<file path="src/rtl/laser_tx_scheduler.sv">
// Dual-lane laser transmit scheduler: gathers host bytes into a frame, then sends
// SYNC, LEN and PKT_LEN payload slots paced by tx_done, followed by an idle gap.
module laser_tx_scheduler #(
    parameter int         PKT_LEN    = 8,
    parameter int         GAP_CYCLES = 16,
    parameter logic [7:0] SYNC_BYTE  = 8'hA5,
    parameter int         TIMEOUT    = 1024
) (
    input  logic        clock,
    input  logic        reset,
    input  logic [7:0]  in_data,
    input  logic        in_valid,
    output logic        in_ready,
    input  logic        flush,
    output logic [7:0]  tx_data1,
    output logic [7:0]  tx_data2,
    output logic        tx_ready1,
    output logic        tx_ready2,
    input  logic        tx_done,
    output logic        tx_en,
    output logic        busy,
    output logic        err,
    output logic [15:0] frame_count
);
    localparam int IW = (PKT_LEN > 1) ? $clog2(PKT_LEN) : 1;
    localparam int TW = $clog2(TIMEOUT + 1);
    localparam int GW = $clog2(GAP_CYCLES + 1);
    localparam logic [7:0]    FULL     = 8'(2 * PKT_LEN);
    localparam logic [IW-1:0] LAST_IDX = IW'(PKT_LEN - 1);
    localparam logic [TW-1:0] TO_LAST  = TW'(TIMEOUT - 1);
    localparam logic [GW-1:0] GAP_LAST = GW'(GAP_CYCLES - 1);

    typedef enum logic [2:0] {IDLE, FILL, SYNC, LEN, SEND, GAP} state_t;

    state_t                 state_q, state_d;
    logic [7:0]             count_q, count_d;
    logic [PKT_LEN*8-1:0]   lane1_q, lane1_d;
    logic [PKT_LEN*8-1:0]   lane2_q, lane2_d;
    logic [IW-1:0]          idx_q, idx_d;
    logic [TW-1:0]          timer_q, timer_d;
    logic [GW-1:0]          gap_q, gap_d;
    logic [7:0]             tx_data1_q, tx_data1_d;
    logic [7:0]             tx_data2_q, tx_data2_d;
    logic                   tx_strobe_q, tx_strobe_d;
    logic                   tx_en_q, tx_en_d;
    logic                   err_q, err_d;
    logic [15:0]            frame_count_q, frame_count_d;

    logic                   accept;
    logic [7:0]             cnt_next;
    logic [IW-1:0]          nidx;
    logic [7:0]             slot1, slot2;

    assign in_ready    = !reset && (state_q == IDLE || state_q == FILL) && (count_q < FULL);
    assign busy        = (state_q != IDLE);
    assign tx_data1    = tx_data1_q;
    assign tx_data2    = tx_data2_q;
    assign tx_ready1   = tx_strobe_q;
    assign tx_ready2   = tx_strobe_q;
    assign tx_en       = tx_en_q;
    assign err         = err_q;
    assign frame_count = frame_count_q;

    always_comb begin
        state_d       = state_q;
        count_d       = count_q;
        lane1_d       = lane1_q;
        lane2_d       = lane2_q;
        idx_d         = idx_q;
        timer_d       = timer_q;
        gap_d         = gap_q;
        tx_data1_d    = tx_data1_q;
        tx_data2_d    = tx_data2_q;
        tx_strobe_d   = 1'b0;
        tx_en_d       = tx_en_q;
        err_d         = err_q;
        frame_count_d = frame_count_q;

        accept   = in_valid && in_ready;
        cnt_next = count_q + {7'd0, accept};
        // Payload slot to load next; slots beyond the held byte count go out as zero.
        nidx     = (state_q == SEND) ? idx_q + 1'b1 : '0;
        slot1    = (8'({nidx, 1'b0}) < count_q) ? lane1_q[int'(nidx)*8 +: 8] : 8'h00;
        slot2    = (8'({nidx, 1'b1}) < count_q) ? lane2_q[int'(nidx)*8 +: 8] : 8'h00;

        case (state_q)
            IDLE, FILL: begin
                if (accept) begin
                    if (count_q[0]) lane2_d[int'(count_q[7:1])*8 +: 8] = in_data;
                    else            lane1_d[int'(count_q[7:1])*8 +: 8] = in_data;
                end
                count_d = cnt_next;
                if (cnt_next == FULL || (flush && cnt_next != 8'd0)) begin
                    state_d     = SYNC;
                    tx_strobe_d = 1'b1;
                    tx_data1_d  = SYNC_BYTE;
                    tx_data2_d  = SYNC_BYTE;
                    tx_en_d     = 1'b1;
                    timer_d     = '0;
                end else if (cnt_next != 8'd0) begin
                    state_d = FILL;
                end
            end
            SYNC, LEN, SEND: begin
                if (tx_done) begin
                    timer_d = '0;
                    if (state_q == SEND && idx_q == LAST_IDX) begin
                        state_d       = GAP;
                        gap_d         = '0;
                        frame_count_d = frame_count_q + 16'd1;
                    end else begin
                        tx_strobe_d = 1'b1;
                        if (state_q == SYNC) begin
                            state_d    = LEN;
                            tx_data1_d = count_q;
                            tx_data2_d = count_q;
                        end else begin
                            state_d    = SEND;
                            idx_d      = nidx;
                            tx_data1_d = slot1;
                            tx_data2_d = slot2;
                        end
                    end
                end else if (timer_q == TO_LAST) begin
                    // Transmitter stalled: drop the whole frame and latch the error.
                    err_d      = 1'b1;
                    state_d    = IDLE;
                    count_d    = 8'd0;
                    tx_en_d    = 1'b0;
                    tx_data1_d = 8'h00;
                    tx_data2_d = 8'h00;
                end else begin
                    timer_d = timer_q + 1'b1;
                end
            end
            GAP: begin
                if (gap_q == GAP_LAST) begin
                    state_d = IDLE;
                    count_d = 8'd0;
                    tx_en_d = 1'b0;
                end else begin
                    gap_d = gap_q + 1'b1;
                end
            end
            default: state_d = IDLE;
        endcase
    end

    always_ff @(posedge clock or posedge reset) begin
        if (reset) begin
            state_q       <= IDLE;
            count_q       <= 8'd0;
            lane1_q       <= '0;
            lane2_q       <= '0;
            idx_q         <= '0;
            timer_q       <= '0;
            gap_q         <= '0;
            tx_data1_q    <= 8'h00;
            tx_data2_q    <= 8'h00;
            tx_strobe_q   <= 1'b0;
            tx_en_q       <= 1'b0;
            err_q         <= 1'b0;
            frame_count_q <= 16'd0;
        end else begin
            state_q       <= state_d;
            count_q       <= count_d;
            lane1_q       <= lane1_d;
            lane2_q       <= lane2_d;
            idx_q         <= idx_d;
            timer_q       <= timer_d;
            gap_q         <= gap_d;
            tx_data1_q    <= tx_data1_d;
            tx_data2_q    <= tx_data2_d;
            tx_strobe_q   <= tx_strobe_d;
            tx_en_q       <= tx_en_d;
            err_q         <= err_d;
            frame_count_q <= frame_count_d;
        end
    end
endmodule

</file>
<file path="config.mk">
export PLATFORM = sky130hd
export DESIGN_NAME = laser_tx_scheduler
export DESIGN_NICKNAME = d
export VERILOG_FILES = /design/src/rtl/laser_tx_scheduler.sv
export SDC_FILE = /design/constraint.sdc
export NUM_CORES = 1
export LEC_CHECK = 0
export ABC_CLOCK_PERIOD_IN_PS = 20500
export CORE_UTILIZATION = 46
export CTS_BUF_LIST = sky130_fd_sc_hd__clkbuf_8
export CTS_CLUSTER_SIZE = 10
export DETAILED_ROUTE_END_ITERATION = 7
export SKIP_LAST_GASP = 1
export SYNTH_ARGS = -nofsm -noshare
export SYNTH_HDL_FRONTEND = slang
export SYNTH_SLANG_ARGS = --single-unit
</file>
<file path="constraint.sdc">
create_clock -name clock -period 20.5 [get_ports clock]
set_input_delay 4.1 -clock clock [delete_from_list [all_inputs] [get_ports clock]]
set_output_delay 4.1 -clock clock [all_outputs]
set_load 0.05 [all_outputs]
</file>
=== Word level (Yosys, flattened, before mapping) ===
Index checks and enable logic that the tools add are counted.

* Add/subtract/negate cells: 6
* $lt $le $gt $ge: 3
* Eq/ne operators: 20
* Shifts and indexed selects: 4
* Muxes and demuxes: 43
* Bitwise operators: 4
* Reduce and logical (&&, ||, !) cells: 27

{| class="wikitable"
|+ Operator list
! kind !! number
|-
| 64-bit bitwise mux || 2
|-
| 64-bit by 7-bit indexed part select with 8-bit output || 2
|-
| 8-bit two-way mux || 12
|-
| 8-bit by 33-bit variable shift with 64-bit output (first input constant) || 1
|-
| 8-bit by 33-bit indexed part select with 64-bit output || 1
|-
| 11-bit two-way mux || 3
|-
| 10-bit negation with 33-bit output || 1
|-
| 8-bit one-hot mux with 2 select lines || 2
|-
| 3-bit two-way mux || 8
|-
| 8-bit one-hot mux with 3 select lines || 1
|-
| 11-bit one-hot mux with 2 select lines || 1
|-
| 3-bit AND reduction || 6
|-
| 16-bit by 1-bit adder with 16-bit output (second input constant) || 1
|-
| 4-bit by 8-bit < comparator with 1-bit output || 2
|-
| 4-bit AND reduction || 4
|-
| 5-bit two-way mux || 3
|-
| 2-bit != test (second input constant) || 7
|-
| 3-bit != test (second input constant) || 4
|-
| 11-bit by 1-bit adder with 11-bit output (second input constant) || 1
|-
| 11-bit by 10-bit == test with 1-bit output (second input constant) || 1
|-
| 5-bit one-hot mux with 2 select lines || 1
|-
| 3-bit == test (second input constant) || 3
|-
| 3-bit one-hot mux with 3 select lines || 1
|-
| 8-bit by 1-bit adder with 8-bit output || 1
|-
| 21 further kinds || 38
|}

* Flip-flop bits (word level): 193
* Input port bits: 13
* Output and inout bits: 38
* Logic and storage cells: 120

=== Longest topological paths before layout ===
Gate-level depths: netlist of the first run.

* Word-level depth: 11
* Mapped depth: 15
* Mapped depth without buffers: 12

=== Worst setup path after synthesis of the first run ===
OpenSTA, ideal clock, no wires.

* Kind: input port to output port
* Start point: input reset
* End point: output in_ready
* Arrival: 9027 ps
* Data required time: 16400 ps
* Path slack: 7373 ps
* Cell stages on the path: 2
* Path buffers: 0
* Cells stage by stage: inv_1 > and3_1

* Longest elaborated chain between the ends: 3

{| class="wikitable"
|+ Ends and longest elaborated chain
! element !! line !! text
|-
| from (decl) || 10 || <nowiki>input logic reset,</nowiki>
|-
| 1-bit logical NOT (no line) || n/a ||
|-
| 1-bit logical AND (2 in series) || 54 || <nowiki>assign in_ready = !reset && (state_q == IDLE || state_q == FILL) && (count_q < FULL);</nowiki>
|-
| to (decl) || 13 || <nowiki>output logic in_ready,</nowiki>
|}

Every way passes these cells.

=== Final worst setup path of the first run ===
Ends and elaborated chain as after synthesis.

==> impl_results.md, run 1 <==
- Hold Path Stages: 1
- H-Tree Depth: 4
- Max cap viols: 0
- Endpoints failing hold: 0
- DRT iter0 DRCs: between 300 and 400
- Top post-synthesis cells by area: dfrtp_1, mux2_2, nand2_1, ha_1, and3_1
- Die width: 151 µm
- Synth top area share: a little under half
- Vias: just over 7000
- Routed wire length: about 26000 µm
- Slew HR: ~24%
- Register area share after synthesis: 47.0%
- TritonCTS clock tree: done
- First-pass DRT Iterations: 4
- Critical path launch point type: primary input
- GRT Residual Overflow: 0
- Placed cell count: roughly 1200
- Worst setup path class: primary input to output pin
- Top_reg_cell synth: dfrtp_1
- Slowest stage cell, crit path: clkdlybuf4s50_1
- Fillers: 2012
- RSZ-0062 raised after global routing: no
- Finish-stage setup viols: 0
- DRT antenna net count: 0
- Crit-path most repeated cell: clkdlybuf4s50_1
- Syn_nets: between 900 and 1000
- Setup_tns: 0 ns
- Buffers & Inverters on Critical Path: 3
- Clock transition at path regs: 0.10 ns
- Most common cell in the netlist: dfrtp_1
- Post-layout util: around 52%
- Num rows: 54
- EDFF count, synth: 0
- Share of cells above drive strength 1: between 20% and 30%
- Final Cell Area: approximately 11000 µm²
- Worst Reg-to-Reg Cells: 11
- Starting Density: between 40% and 50%
- I/O Pins: between 50 and 60
- Fin nets: approximately 970
- Cts-stage hold buffer count: 0
- ANT cells: 0
- Via density: 5.93
- DIE AREA: between 20000 and 25000 µm²
- Pin count of the biggest net entering global routing: 134
- Syn Area/Cell: between 10 and 15 µm²
- Top Family by Delay on Critical Path: buffers and inverters
- Remaining routing DRC violations: 0
- Register bit total from synthesis: about 190
- Initial antenna violation count: 0
- HPWL after DPL: ~18000 µm
- Crit path max fanout: about 130
- Fmax: ~95 MHz
- Pre-CTS setup slack: around 10 ns
- Peak VDD IR: 0.0546 mV
- Critical path depth in cells: 4
- Commonest cells in the netlist: dfrtp_1, mux2_2, nand2_1
- CP max stage delay: roughly 0.8 ns
- Clk buf depth: 2
- Pleak: 5.15 nW
- Period Utilization, post-route: around 50%
- Synth cell types: 71
- Clk_lat worst skew: between 0.4 and 0.5 ns
- Status: finished, final reports clean
- Cell taking the most area after synthesis: dfrtp_1
- Synth warn: 0
- Hold WC Path Type: flop to flop
- Worst Setup End Kind: output pin
- Number of buffers created by CTS: 17
- IO Port Bufs: 50
- Post-CTS setup buffer count: 0
- Min cycle time layout: about 10 ns
- Power Dens Cells: slightly above 100 nW/µm²
- Post-cts sizing count: 0
- Mapped Cells: between 900 and 1000
- Avg WL per Cell: 21.6 µm
- Multi-input gate area: 5140 µm²
- Vias in the first global route: slightly above 7000
- Crit path cell chain: clkdlybuf4s50_1 -> inv_8 -> and3_1 -> clkdlybuf4s50_1
- RePlAce Congestion: ~0.85
- Mapped Area: just over 10000 µm²
- GRT Util Overall: about a quarter
- Clk_skew: approximately 0.022 ns
- Num Clock Sinks: 193
- Max Slew Vio Count: 0
- Worst-margin pin slew: around 1.1 ns
- First-pass GRT wire length: between 40000 and 50000 µm
- Post-Layout Cell Count: 1228
- DP Area: around 11000 µm²
- Area grow syn2layout: 10.7%
- Root buffer cell: clkbuf_8
- Core ar.: about 22000 µm²
- CP arrival: approximately 6.4 ns
- Post-synth ARST share: 100%
- Worst setup margin: roughly 10 ns
- Required @ worst endpoint: 16.40 ns
- Die height: ~150 µm
- Storage element area: around 4800 µm²
worst paths after layout:
path                          start        endpoint  slack, ns
min reg2reg                     err             err       0.48
max in group asynchronous     reset  frame_count[5]      14.90
max reg2reg                idx_q[0]     tx_data1[3]      15.37
min                             err             err       0.48
max                           reset        in_ready      10.00
min in group asynchronous     reset      count_q[6]       4.24
area by class of cell:
cell class,instances,area share (%)
clock buffers,18,2.18
clock inverters,14,1.32
inverters,22,0.793
multi-input cells,644,45.3
flip-flops and latches,193,42.5
well taps,280,3.08
repair buffers,57,4.87
layer usage:
layer | share of wire (%) | routed length (µm) | track usage [%]
met5 | 0 | 0 | 0
met4 | 2.4 | 640 | 7.90
met3 | 3.4 | 909 | 3.73
met2 | 47 | 12400 | 38.9
met1 | 47 | 12500 | 34.1
through the flow:
stage	total power, W	hold slack, ns
CTS	0.00115	0.483
global placement	0.000889	0.442
detailed placement	0.000894	0.456
finish	0.00114	0.478
global route	0.00121	0.496
floorplan	0.000776	0.454
where the power goes:
part | switching (W) | internal, W | total (W)
Sequential | 0.0000324 | 0.000415 | 0.000447
Clock | 0.000151 | 0.000104 | 0.000255
Combinational | 0.000286 | 0.000157 | 0.000443
logic make-up (layout without fill, tap and decap cells):
family | after synthesis | count (layout) | share of synthesized area [%]
AO/OA/AOI/OAI | 134 | 134 | 8.99
adder cells (fa/ha/maj) | 18 | 18 | 2.19
buffers and inverters | 70 | 111 | 2.90
multiplexers | 182 | 182 | 20.5
AND/OR/NAND/NOR | 285 | 285 | 16.2
flip-flops | 193 | 193 | 47.0
XOR/XNOR | 25 | 25 | 2.13
state kept, by name (all words and copies together), names as in the netlist:
signal,cells
tx_data1,8
tx_data2,8
count_q,8
lane2_q,64
gap_q,5
state_q,3
lane1_q,64
timer_q,11
tx_en,1
tx_ready1,1
idx_q,3
frame_count,16
err,1
cells in the final DEF, fill, tap and decap left out, types with 6 or more instances in the layout:
| cell type | count |
|---|---|
| nor3_4 | 10 |
| o22ai_1 | 10 |
| dfrtp_1 | 193 |
| o211ai_1 | 7 |
| mux2_2 | 147 |
| and2_1 | 13 |
| mux2_1 | 11 |
| buf_4 | 7 |
| o31ai_1 | 9 |
| ha_1 | 17 |
| mux4_2 | 7 |
| nand3_1 | 33 |
| nand2b_1 | 7 |
| nor3_1 | 14 |
| nand3b_1 | 6 |
| xor2_1 | 10 |
| nor2b_1 | 11 |
| nand4_1 | 13 |
| clkbuf_8 | 18 |
| inv_1 | 19 |
| o2111ai_1 | 8 |
| mux2i_1 | 17 |
| clkdlybuf4s50_1 | 50 |
| a21oi_1 | 27 |
| nor2_1 | 37 |
| and3_1 | 31 |
| nor4_1 | 6 |
| nand2_1 | 67 |
| o41ai_1 | 6 |
| o21ai_0 | 27 |
| xnor2_1 | 15 |
No activity file was read; power rests on OpenSTA's default activity.
==> run 2, diff against run 1 <==
- ABC_CLOCK_PERIOD_IN_PS: 20500 -> 10000
- clock period: 20.5 -> 10 ns (I/O delays scaled with it)
==> run 2 against run 1 <==
Total power up 100%. Largest cell class unchanged. Global-route usage up 0.093 points. Critical path depth unchanged. Highest routed layer unchanged. Sequential share of layout area up 0.099 points. Register-to-register slack worse by 10 ns. Sequential power up 110%. Cell area down 0.23%. Critical path type unchanged. Cell count unchanged. Clock power up 95%.
==> impl_results.md, run 2 (same netlist as run 1, synthesis figures left out) <==
- Finish-stage setup viols: 0 (unchanged)
- Via density: 6.00 (was 5.93)
- Worst Reg-to-Reg Cells: 10 (was 11)
- ANT cells: 0 (unchanged)
- Clk_skew: 0.0173 ns (was 0.0215 ns)
- Slew HR: 27.4% (was 24.1%)
- Max cap viols: 0 (unchanged)
- Most frequent cells in the layout: dfrtp_1, mux2_2, nand2_1, clkdlybuf4s50_1, nor2_1 (unchanged)
- Worst-margin pin slew: 1.09 ns (was 1.13 ns)
- Crit Reg-Reg Startpoint: count_q[1] (was idx_q[0])
- Fmax: 163 MHz
- GRT Residual Overflow: 0 (unchanged)
- HPWL after DPL: 18200 µm (about the same)
- Die width: 151 µm (unchanged)
- R2R Setup Slk: 5.15 ns (was 15.37 ns)
- Post-layout util: 51.8% (was 51.9%)
- Flop pwr share: 39.7% (was 39.0%)
- Avg WL per Cell: 21.6 µm (about the same)
- Root buffer cell: clkbuf_8 (unchanged)
- CP max stage delay: 0.81 ns (was 0.80 ns)
- IO Port Bufs: 50 (unchanged)
- Worst R2R End: lane1_q[47] (was tx_data1[3])
- DRT iter0 DRCs: 515 (was 341)
- Hold Path Stages: 1 (unchanged)
- CP arrival: 4.12 ns (was 6.40 ns)
- Required @ worst endpoint: 8.00 ns (was 16.40 ns)
- Vias in the first global route: 7184 (was 7130)
- Number of buffers created by CTS: 17 (unchanged)
- Min cycle time layout: 6.12 ns
- Endpoints failing hold: 0 (unchanged)
- Crit path cell chain: clkdlybuf4s50_1 -> inv_8 -> and3_1 -> clkdlybuf4s50_1 (unchanged)
- Crit-path most repeated cell: clkdlybuf4s50_1 (unchanged)
- First-pass GRT wire length: 41900 µm (was 41700 µm)
- TritonCTS clock tree: done (unchanged)
- Routed wire length: 26600 µm (was 26500 µm)
- Num Clock Sinks: 193 (unchanged)
- Slowest stage cell, crit path: clkdlybuf4s50_1 (unchanged)
- Period Utilization, post-route: 61.2%
- Clk buf depth: 2 (unchanged)
- Clock transition at path regs: 0.10 ns (about the same)
- Peak VDD IR: 0.104 mV (was 0.0546 mV)
- Commonest non-fill, non-tap cell in the layout: dfrtp_1 (unchanged)
- Psw: 0.000945 W (was 0.000469 W)
- Buffers & Inverters on Critical Path: 3 (unchanged)
- DIE AREA: 22900 µm² (unchanged)
- Design Power: 0.00231 W (was 0.00114 W)
- Power Dens Cells: 204 nW/µm² (was 101 nW/µm²)
- First-pass DRT Iterations: 5 (was 4)
- Comb pwr share: 38.8% (was 38.7%)
- Clock Power Share: 21.5% (was 22.3%)
- Pre-CTS setup slack: 3.39 ns (was 9.90 ns)
- Min-delay src: frame_count[15] (was err)
- Die height: 151 µm (unchanged)
- Crit path from: reset (unchanged)
- Total internal power: 0.00137 W (was 0.000676 W)
- Top Family by Delay on Critical Path: buffers and inverters (unchanged)
- Starting Density: 46.9% (unchanged)
- Initial antenna violation count: 0 (unchanged)
- Worst Setup End Kind: output pin (unchanged)
- Hold WC Path Type: flop to flop (unchanged)
- Core ar.: 21900 µm² (unchanged)
- I/O Pins: 51 (unchanged)
- RePlAce Congestion: 0.894 (was 0.849)
- Pleak: 5.15 nW (about the same)
- Post-cts sizing count: 0 (unchanged)
- Sw Ratio: 40.9% (was 41.0%)
- RSZ-0062 raised after global routing: no (unchanged)
- Cts-stage hold buffer count: 0 (unchanged)
- Worst setup margin: 3.88 ns (was 10.00 ns)
- Status: finished, final reports clean (unchanged)
- Post-CTS setup buffer count: 0 (unchanged)
- Share of cells above drive strength 1: 23.6% (was 23.8%)
- Hold WS: 0.475 ns (was 0.478 ns)
- Area grow syn2layout: 10.4% (was 10.7%)
- DRT antenna net count: 0 (unchanged)
- Num rows: 54 (unchanged)
- Clk_lat worst skew: 0.47 ns (about the same)
- Remaining routing DRC violations: 0 (unchanged)
- Pin count of the biggest net entering global routing: 117 (was 134)
- Critical path launch point type: primary input (unchanged)
- Max Slew Vio Count: 0 (unchanged)
- Worst setup path class: primary input to output pin (unchanged)
- Vias: 7367 (was 7278)
- GRT Util Overall: 24.6% (was 24.5%)
- H-Tree Depth: 4 (unchanged)
- WHS Endpoint: frame_count[15] (was err)
- Crit path max fanout: 116 (was 133)
- Setup_tns: 0 ns (unchanged)
- Fin nets: 966 (unchanged)
==> run 2: final cells by class <==
cell class                 count  area (µm²)
fill                        1928       10600
multi-input combinational    644        5140
sequential                   193        4830
timing repair buffer          57         553
tap                          280         350
clock buffer                  17         234
clock inverter                15         138
inverter                      22        90.1
==> run 2: per-stage QoR <==
step	cell area, µm²	cells
after floorplan	10300	907
after global placement	11000	1196
after detailed placement	11000	1196
after CTS	11300	1228
after global routing	11300	1228
final	11300	1228
==> run 2: power by group through the flow <==
stage          registers (W)  logic [W]  clock network (W)
2_1_floorplan       0.000959   0.000631                  0
3_3_place_gp        0.000932   0.000881                  0
3_5_place_dp        0.000932   0.000886                  0
4_1_cts             0.000917   0.000890           0.000512
5_1_grt             0.000926   0.000976           0.000540
6_report            0.000918   0.000896           0.000498
==> run 2: how the worst max path moves through the flow <==
stage                  endpoint  slack, ns  cells past startpoint
finish                 in_ready       3.88                      4
global route        tx_data1[6]       3.47                     13
CTS                    in_ready       3.74                      4
detailed placement  tx_data2[1]       3.39                     13
global placement    tx_data2[2]       3.46                     13
floorplan           tx_data1[0]       0.49                     12
==> run 2: per-layer routing <==
layer | vias to the layer above | global-route usage [%] | wire [µm]
met5 | - | 0 | 0
met4 | 0 | 5.80 | 393
met3 | 27 | 4.91 | 1420
met2 | 187 | 39.2 | 12400
met1 | 3772 | 34.2 | 12400
li1 | 3381 | - | -
